==> src/rtl/spi_master_mc_if.sv <==
// Bus-side and pad-side signals of the multi-slave SPI master.
// The master modport faces the SPI core; the slave modport faces the front-end driving it.
interface spi_master_mc_if #(
    parameter int DATA_W = 8,
    parameter int NUM_CS = 4,
    parameter int DVSR_W = 16
);
    localparam int SEL_W = (NUM_CS > 1) ? $clog2(NUM_CS) : 1;

    logic [DATA_W-1:0] din;
    logic [DVSR_W-1:0] dvsr;
    logic              start;
    logic [SEL_W-1:0]  cs_sel;
    logic              cpol;
    logic              cpha;
    logic              lsb_first;
    logic              hold_cs;
    logic              miso;
    logic [DATA_W-1:0] dout;
    logic              done_tick;
    logic              ready;
    logic              sclk;
    logic [NUM_CS-1:0] ss_n;
    logic              mosi;

    modport master (
        input  din, dvsr, start, cs_sel, cpol, cpha, lsb_first, hold_cs, miso,
        output dout, done_tick, ready, sclk, ss_n, mosi
    );

    modport slave (
        output din, dvsr, start, cs_sel, cpol, cpha, lsb_first, hold_cs, miso,
        input  dout, done_tick, ready, sclk, ss_n, mosi
    );
endinterface

==> src/rtl/spi_master_mc.sv <==
// Multi-slave SPI master: configurable width, bit order, SPI mode, CS setup/hold
// and burst mode where a slave select stays asserted across back-to-back words.
//
//   state    | meaning
//   ---------+-----------------------------------------------------------
//   IDLE     | ready for start; a held ss line may still be asserted
//   CS_SETUP | ss asserted, waiting one half-period before the first edge
//   CPHA_DLY | extra half-period of idle sclk when cpha=1
//   P0       | first half of a bit; miso sampled at its end
//   P1       | second half of a bit; mosi advances at its end
//   CS_HOLD  | ss still asserted one half-period after the last bit
module spi_master_mc #(
    parameter int DATA_W = 8,
    parameter int NUM_CS = 4,
    parameter int DVSR_W = 16
) (
    input  logic            clk_i,
    input  logic            reset_i,
    spi_master_mc_if.master bus
);
    localparam int SEL_W = (NUM_CS > 1) ? $clog2(NUM_CS) : 1;
    localparam int BIT_W = $clog2(DATA_W);

    typedef enum logic [2:0] {IDLE, CS_SETUP, CPHA_DLY, P0, P1, CS_HOLD} state_t;

    state_t            state, state_nx;
    logic [DVSR_W-1:0] cnt, dvsr_r;
    logic [BIT_W-1:0]  bit_cnt;
    logic [DATA_W-1:0] tx_r, rx_r;
    logic              cpol_r, cpha_r, lsb_r, hold_r;
    logic [SEL_W-1:0]  sel_r, held_sel_r;
    logic              held_r;
    logic [NUM_CS-1:0] ss_n_r, sel_mask;
    logic              sclk_r, mosi_r;
    logic              tc, last_bit, skip_setup, cpha_eff, cpol_eff, active;

    assign tc         = (cnt == dvsr_r);
    assign last_bit   = (bit_cnt == BIT_W'(DATA_W - 1));
    assign skip_setup = held_r && (held_sel_r == bus.cs_sel);
    assign cpha_eff   = (state == IDLE) ? bus.cpha : cpha_r;
    assign cpol_eff   = (state == IDLE) ? bus.cpol : cpol_r;

    // Out-of-range selects produce an all-ones mask, so the word runs with no slave chosen.
    always_comb begin
        sel_mask = '1;
        for (int i = 0; i < NUM_CS; i++) sel_mask[i] = (int'(bus.cs_sel) != i);
    end

    always_comb begin
        state_nx = state;
        case (state)
            IDLE:     if (bus.start) state_nx = skip_setup ? (bus.cpha ? CPHA_DLY : P0) : CS_SETUP;
            CS_SETUP: if (tc) state_nx = cpha_r ? CPHA_DLY : P0;
            CPHA_DLY: if (tc) state_nx = P0;
            P0:       if (tc) state_nx = P1;
            P1:       if (tc) state_nx = !last_bit ? P0 : (hold_r ? IDLE : CS_HOLD);
            CS_HOLD:  if (tc) state_nx = IDLE;
            default:  state_nx = IDLE;
        endcase
    end

    assign active = ((state_nx == P1) && !cpha_eff) || ((state_nx == P0) && cpha_eff);

    always_ff @(posedge clk_i or posedge reset_i) begin
        if (reset_i) begin
            state      <= IDLE;
            cnt        <= '0;
            dvsr_r     <= '0;
            bit_cnt    <= '0;
            tx_r       <= '0;
            rx_r       <= '0;
            cpol_r     <= 1'b0;
            cpha_r     <= 1'b0;
            lsb_r      <= 1'b0;
            hold_r     <= 1'b0;
            sel_r      <= '0;
            held_r     <= 1'b0;
            held_sel_r <= '0;
            ss_n_r     <= '1;
            sclk_r     <= 1'b0;
            mosi_r     <= 1'b0;
        end else begin
            state  <= state_nx;
            cnt    <= (tc || state == IDLE) ? '0 : cnt + 1'b1;
            sclk_r <= (state_nx == IDLE) ? bus.cpol : (cpol_eff ^ active);
            case (state)
                IDLE: if (bus.start) begin
                    dvsr_r  <= bus.dvsr;
                    cpol_r  <= bus.cpol;
                    cpha_r  <= bus.cpha;
                    lsb_r   <= bus.lsb_first;
                    hold_r  <= bus.hold_cs;
                    sel_r   <= bus.cs_sel;
                    bit_cnt <= '0;
                    tx_r    <= bus.din;
                    mosi_r  <= bus.lsb_first ? bus.din[0] : bus.din[DATA_W-1];
                    if (!skip_setup) begin
                        ss_n_r <= sel_mask;
                        held_r <= 1'b0;
                    end
                end
                P0: if (tc) begin
                    rx_r <= lsb_r ? {bus.miso, rx_r[DATA_W-1:1]} : {rx_r[DATA_W-2:0], bus.miso};
                end
                P1: if (tc) begin
                    if (!last_bit) begin
                        tx_r    <= lsb_r ? {1'b0, tx_r[DATA_W-1:1]} : {tx_r[DATA_W-2:0], 1'b0};
                        mosi_r  <= lsb_r ? tx_r[1] : tx_r[DATA_W-2];
                        bit_cnt <= bit_cnt + 1'b1;
                    end else if (hold_r) begin
                        held_r     <= 1'b1;
                        held_sel_r <= sel_r;
                    end
                end
                CS_HOLD: if (tc) begin
                    ss_n_r <= '1;
                    held_r <= 1'b0;
                end
                default: ;
            endcase
        end
    end

    assign bus.done_tick = tc && ((state == CS_HOLD) || ((state == P1) && last_bit && hold_r));
    assign bus.ready     = (state == IDLE);
    assign bus.dout      = rx_r;
    assign bus.sclk      = sclk_r;
    assign bus.ss_n      = ss_n_r;
    assign bus.mosi      = mosi_r;
endmodule

==> src/flat_wrapper.sv <==
// flat-port wrapper written by rule: the top's interface ports become plain ports
module spi_master_mc_flat 
#(
    parameter int DATA_W = 8,
    parameter int NUM_CS = 4,
    parameter int DVSR_W = 16
)
  (clk_i, reset_i, bus_din, bus_dvsr, bus_start, bus_cs_sel, bus_cpol, bus_cpha, bus_lsb_first, bus_hold_cs, bus_miso, bus_dout, bus_done_tick, bus_ready, bus_sclk, bus_ss_n, bus_mosi);
  spi_master_mc_if #(.DATA_W(DATA_W), .NUM_CS(NUM_CS), .DVSR_W(DVSR_W)) bus_i ();
  input  logic clk_i;
  input  logic reset_i;
  input wire logic [$bits(bus_i.din)-1:0] bus_din;
  input wire logic [$bits(bus_i.dvsr)-1:0] bus_dvsr;
  input wire logic [$bits(bus_i.start)-1:0] bus_start;
  input wire logic [$bits(bus_i.cs_sel)-1:0] bus_cs_sel;
  input wire logic [$bits(bus_i.cpol)-1:0] bus_cpol;
  input wire logic [$bits(bus_i.cpha)-1:0] bus_cpha;
  input wire logic [$bits(bus_i.lsb_first)-1:0] bus_lsb_first;
  input wire logic [$bits(bus_i.hold_cs)-1:0] bus_hold_cs;
  input wire logic [$bits(bus_i.miso)-1:0] bus_miso;
  output wire logic [$bits(bus_i.dout)-1:0] bus_dout;
  output wire logic [$bits(bus_i.done_tick)-1:0] bus_done_tick;
  output wire logic [$bits(bus_i.ready)-1:0] bus_ready;
  output wire logic [$bits(bus_i.sclk)-1:0] bus_sclk;
  output wire logic [$bits(bus_i.ss_n)-1:0] bus_ss_n;
  output wire logic [$bits(bus_i.mosi)-1:0] bus_mosi;
  assign bus_i.din = bus_din;
  assign bus_i.dvsr = bus_dvsr;
  assign bus_i.start = bus_start;
  assign bus_i.cs_sel = bus_cs_sel;
  assign bus_i.cpol = bus_cpol;
  assign bus_i.cpha = bus_cpha;
  assign bus_i.lsb_first = bus_lsb_first;
  assign bus_i.hold_cs = bus_hold_cs;
  assign bus_i.miso = bus_miso;
  assign bus_dout = bus_i.dout;
  assign bus_done_tick = bus_i.done_tick;
  assign bus_ready = bus_i.ready;
  assign bus_sclk = bus_i.sclk;
  assign bus_ss_n = bus_i.ss_n;
  assign bus_mosi = bus_i.mosi;
  spi_master_mc #(.DATA_W(DATA_W), .NUM_CS(NUM_CS), .DVSR_W(DVSR_W)) u_core (.clk_i(clk_i), .reset_i(reset_i), .bus(bus_i));
endmodule
==> config.mk <==
export PLATFORM = sky130hd
export DESIGN_NAME = spi_master_mc_flat
export DESIGN_NICKNAME = d
export VERILOG_FILES = /design/src/rtl/spi_master_mc_if.sv /design/src/rtl/spi_master_mc.sv /design/src/flat_wrapper.sv
export SDC_FILE = /design/constraint.sdc
export NUM_CORES = 1
export LEC_CHECK = 0
export ABC_CLOCK_PERIOD_IN_PS = 2100
export CAP_MARGIN = 20
export CORE_MARGIN = 8
export CORE_UTILIZATION = 35
export CTS_BUF_LIST = sky130_fd_sc_hd__clkbuf_8
export DETAILED_ROUTE_END_ITERATION = 6
export GPL_TIMING_DRIVEN = 0
export HOLD_SLACK_MARGIN = 0.12
export PLACE_DENSITY_LB_ADDON = 0.12
export SLEW_MARGIN = 15
export SYNTH_ARGS = -nofsm -noshare
export SYNTH_HDL_FRONTEND = slang
export SYNTH_SLANG_ARGS = --single-unit
==> constraint.sdc <==
create_clock -name clk_i -period 2.1 [get_ports clk_i]
set_input_delay 0.525 -clock clk_i [delete_from_list [all_inputs] [get_ports clk_i]]
set_output_delay 0.525 -clock clk_i [all_outputs]
set_load 0.03 [all_outputs]
==> results.ini, run 1 <==
[synthesis]
ys_ff_latch=69
syn_area_per_cell_um2=9.11
synth-simple-area-share=0.225
synth_edf_count=0
synth-adder-area-share=0.0107
yosysSeqAreaShare=0.495
synth_area_um2=3500
postSynth.asyncResetShare=1.00
yosys_most_used_dff=dfrtp_1
yosysWarningCount=0
synth_top_family_by_area=simple AND/OR/NAND/NOR gates
synth-xor-area-share=0.0701
syn_inst=384
synth.net_count=421
muxShareOfSynthArea=0.0647
synth_compound_area_frac=0.104
synth_cell_type_count=48

[power_and_ir_drop]
p_leak_nw=2.14
peakVddDrop_v=0.000404
power_w=0.00332
power_density_nw_per_um2=716

[cells_and_area]
final_cell_mix=nand2_1, dfrtp_1, clkdlybuf4s50_1, nor2_1, o21ai_0
insertedDiodeCount=0
final_common_cell=nand2_1
area_growth_pct=32.6
fin_nets=495
fill_cells=966
fin_cells=596
design_area_um2=4640
final_util=0.477
drive_above_1_share=0.153

[floorplanning]
rows=36
die_area_um2=13500
core_area_um2=9730
die_height_um=116
io_pins=50
die_w_um=116
start_util=0.360

[sta]
final_max_slew_viol_count=0
clock_skew_ns=0.00739
worst_slew_pin_slew_ns=0.710
fmax_ghz=0.387
setup_slack_ns=-0.485
finalHoldWorstSlack_ns=0.477
hold_viol=0
post-route-min-period_ns=2.58
slew_headroom=0.526
period_share=1.23
setup_violations=6
rsz0062_at_grt=yes

[drt]
wl_um=8430
drc=0
num_vias=2868
antenna_left=0
vias_per_cell=4.81
wire_per_inst_um=14.1
dr.pass1.iters=4
dr.first_iter.drc_count=87

[clock_network]
clk_pin_slew_ns=0.08
cts_hold_buffers=0
clock_latency_ns=0.34
tritoncts=done
cts_max_path_buffers=2
cts_max_level=3
clock_sinks=69
cts_buffers=9
root_buffer=clkbuf_8

[setup_path]
critical_path_class=reg2out
cp.required_ns=1.57
end_kind=primary output
cp.arrival_ns=2.06
critPathMaxFanout=4
worst_setup_path_start_kind=flip-flop

[grt]
grt_max_degree=32
grt_pass1_wl_um=14400
grt_use_total=0.136
grt_antenna_before_repair=0
grt_pass1_vias=2974
overflow=0

[placement]
dpl.hpwl_um=6160
placed_cell_area_um2=4240
place_congestion=0.739
dp.cells=568
io_buffers=49

[job]
drv_cap=0

[outcome]
violations=negative setup slack
outcome=finished, violations left

[hold_path]
hold_path_class=reg2reg

[layer usage]
metal,vias up,global-route usage,share of wire
met2,41,0.237,0.50
met3,13,0.0334,0.039
met5,-,0,0
li1,1447,-,-
met4,0,0.0519,0.016
met1,1367,0.156,0.45
[state kept, by name, indices dropped and copies added (netlist names), 3 cells and up]
register         cells
u_core.bit_cnt       3
u_core.bus.dout      8
u_core.bus.ss_n      4
u_core.cnt          16
u_core.dvsr_r       16
u_core.state         3
u_core.tx_r          8
[where the power goes]
group / internal (W) / switching [W]
logic: 0.000325 / 0.000324
registers: 0.00147 / 0.000140
clock network: 0.000554 / 0.000506
total: 0.00235 / 0.000969
[cell type report]
type / count / area [um2] / area share
clock buffers: 13 / 179 / 0.0385
well taps: 133 / 166 / 0.0358
multi-input cells: 291 / 1770 / 0.382
flip-flops and latches: 69 / 1730 / 0.373
inverters: 7 / 30.0 / 0.00647
plain buffers: 17 / 95.1 / 0.0205
clock inverters: 3 / 17.5 / 0.00377
repair buffers: 63 / 648 / 0.140
[timing repair]
item,CTS,global route
buffers inserted,10,2
cloned,0,1
pin swaps,9,4
setup endpoints to repair,50,50
gates resized for setup,26,25
[metrics by stage]
step / TNS, ns / setup WS (ns)
final: -0.891 / -0.485
after global routing: -3.08 / -0.608
after CTS: -0.785 / -0.505
after detailed placement: -8.53 / -0.994
after global placement: -17.59 / -0.988
after floorplan: -0.0925 / -0.0925
[worst max-delay path, cell delays in order, from the launching register on]
cell,delay (ns)
dfrtp_1,0.42
xor2_1,0.18
nor4_2,0.32
nand4_1,0.18
buf_6,0.18
nor3_4,0.14
o21bai_4,0.15
buf_6,0.14
[logic make-up (layout without fill, tap and decap cells)]
family	count (synthesis)	after routing
xor+xnor	28	28
compound gates	62	62
simple gates	176	177
mux	21	21
flops	69	69
buf+inv	25	103
fa+ha+maj	3	3
[synthesized netlist by cell type, types with 2 or more instances]
library cell | instances | area [um2]
xnor2_1 | 7 | 61.3
inv_1 | 7 | 26.3
nor4_1 | 5 | 31.3
nand4_1 | 3 | 18.8
xor2_1 | 21 | 184
dfstp_2 | 4 | 105
nand2_1 | 92 | 345
a31oi_1 | 2 | 12.5
nor3_1 | 5 | 25.0
nor3b_1 | 2 | 15.0
or3_1 | 4 | 25.0
clkbuf_1 | 14 | 52.6
dfrtp_1 | 65 | 1630
and3_1 | 4 | 25.0
mux2_2 | 3 | 33.8
o21ai_0 | 27 | 135
nand2b_1 | 4 | 25.0
mux2i_1 | 17 | 170
nor2b_1 | 3 | 18.8
ha_1 | 3 | 37.5
nor2_1 | 32 | 120
nand3_1 | 13 | 65.1
a21oi_1 | 22 | 110
[path summary, 6_finish.rpt]
path                            startpoint           endpoint  slack, ns  cells after the start
setup / recovery            u_core.cnt[13]      bus_done_tick      -0.48                      7
hold / removal             u_core.sel_r[1]    u_core.sel_r[1]       0.48                      2
setup reg to reg            u_core.cnt[13]    u_core.bus.sclk      -0.32                      9
hold reg to reg            u_core.sel_r[1]    u_core.sel_r[1]       0.48                      2
max in group asynchronous          reset_i  u_core.dvsr_r[13]       0.75                      4
min in group asynchronous          reset_i   u_core.dvsr_r[2]       0.64                      2
Note: power is estimated with default switching activity, not from simulation.
==> run 2, diff against run 1 <==
- DONT_BUFFER_PORTS: not set -> 1
==> results.ini, run 2 (same netlist as run 1, synthesis figures left out) <==
[outcome]
outcome=finished, violations left
violations=negative setup slack

[clock_network]
clk_pin_slew_ns=0.07
tritoncts=done
cts_max_path_buffers=2
clock_sinks=69
cts_buffers=9
cts_max_level=3
clock_latency_ns=0.34
root_buffer=clkbuf_8

[placement]
dp.cells=519
dpl.hpwl_um=6070
io_buffers=0
place_congestion=0.740
placed_cell_area_um2=3740

[power_and_ir_drop]
power_density_nw_per_um2=735
clock_power_share=0.321
p_leak_nw=2.04
p_seq_frac=0.514
peakVddDrop_v=0.000331
intPower_w=0.00230
switching_power_w=0.000928
comb_power_share=0.165
swShare=0.288

[floorplanning]
die_w_um=116
die_height_um=116
die_area_um2=13500
core_area_um2=9730
rows=36
io_pins=50
start_util=0.360

[drt]
drc=0
antenna_left=0
dr.pass1.iters=4
dr.first_iter.drc_count=109
wl_um=8580
wire_per_inst_um=15.4
num_vias=2759
vias_per_cell=4.94

[sta]
slew_headroom=0.543
setup_slack_ns=-0.377
hold_viol=0
post-route-min-period_ns=2.48
setup_violations=18
period_share=1.18
setup_tns_ns=-1.63
clock_skew_ns=0.0111
fmax_ghz=0.404
final_max_slew_viol_count=0
worst_slew_pin_slew_ns=0.685
rsz0062_at_grt=yes

[setup_path]
cp-startpoint=u_core.cnt[13]
cp.arrival_ns=1.95
crit_path_max_incr_delay_ns=0.41
worst_setup_path_start_kind=flip-flop
cp.required_ns=1.57
end_kind=primary output
cp_cell_sequence=xor2_1 -> nor4_2 -> nand4_1 -> buf_6 -> buf_12 -> o21bai_4
r2r_start=u_core.cnt[13]
critPathMaxFanout=4
r2r_slack_ns=-0.24
critical_path_class=reg2out
slowest_stage=dfrtp_1

[grt]
grt_pass1_vias=2754
grt_use_total=0.131
grt_pass1_wl_um=13900
grt_antenna_before_repair=0
overflow=0
grt_max_degree=31

[cells_and_area]
area_growth_pct=25.4
reg_top3=u_core.cnt: 16 flops, u_core.dvsr_r: 16 flops
fin_cells=559
final_common_cell=nand2_1
design_area_um2=4390
drive_above_1_share=0.223
final_util=0.451
fin_nets=460
insertedDiodeCount=0
final_cell_mix=nand2_1, dfrtp_1, nor2_1, xor2_1, a21oi_1

[hold_path]
hold_path_class=in2reg
min_from=bus_cs_sel[1]

[job]
drv_cap=0

-- run 2: cell count changes in the layout (fill, tap and decap cells not counted), moves of 3 or more --
cell | before | now
clkdlybuf4s50_1 | 44 | 0
o21ai_0 | 25 | 16
o21ai_1 | 2 | 11
buf_6 | 4 | 12
buf_4 | 12 | 17
dfrtp_1 | 64 | 60
dfrtp_2 | 1 | 5
nor2_1 | 32 | 28
buf_2 | 4 | 1
clkbuf_4 | 0 | 3
clkbuf_8 | 13 | 10
dlymetal6s2s_1 | 3 | 0
-- run 2: power by group through the flow --
stage	clock [W]	sequential (W)	combinational [W]
after floorplan	0	0.00165	0.000341
after detailed placement	0	0.00169	0.000419
after CTS	0.00107	0.00166	0.000489
after global placement	0	0.00169	0.000399
after global routing	0.00113	0.00168	0.000603
final	0.00103	0.00166	0.000532
-- run 2: repair_timing --
item                                    4_1_cts  5_1_grt
setup buffers                                 8       15
pin swaps                                     9       12
hold buffers                                  1        0
gates resized for setup                      25       59
hold endpoints to repair                     11        0
cloned                                        0        3
endpoints found under the setup margin       62       58
-- run 2: worst max-delay path: cells and delay by family, from the launching register on --
family,cells,cell delay (ns)
XOR/XNOR,1,0.17
buffers and inverters,2,0.30
flip-flops,1,0.41
AO/OA/AOI/OAI,1,0.22
AND/OR/NAND/NOR,2,0.51
-- run 2: cell type report --
cell class	count	area [um2]
timing repair buffer	29	314
tap	133	166
sequential	69	1740
clock inverter	4	42.5
multi-input combinational	290	1840
fill	981	5340
buffer	17	121
inverter	7	30.0
clock buffer	10	138
-- run 2: final timing paths --
path / endpoint / cells past startpoint
worst max-delay path: bus_done_tick / 6
worst min-delay path: u_core.bus.ss_n[2] / 1
worst max register to register: u_core.bus.sclk / 9
worst min register to register: u_core.cnt[0] / 1
max in group asynchronous: u_core.state[1] / 4
min in group asynchronous: u_core.dvsr_r[8] / 2
-- run 2: metal layers --
layer  GRT usage  vias to the layer above  wire (um)
met5           0                        -          0
met4      0.0328                        0         48
met3      0.0412                        4        372
met2       0.225                       50       4440
met1       0.156                     1336       3720
li1            -                     1369          -
-- run 2: stage by stage --
step | hold WS (ns) | total power [W] | worst slack [ns]
after floorplan | 0.440 | 0.00199 | -0.0925
after global placement | 0.458 | 0.00209 | -0.450
after detailed placement | 0.412 | 0.00211 | -0.486
after CTS | 0.230 | 0.00322 | -0.421
after global routing | 0.247 | 0.00341 | -0.479
final | 0.241 | 0.00322 | -0.377
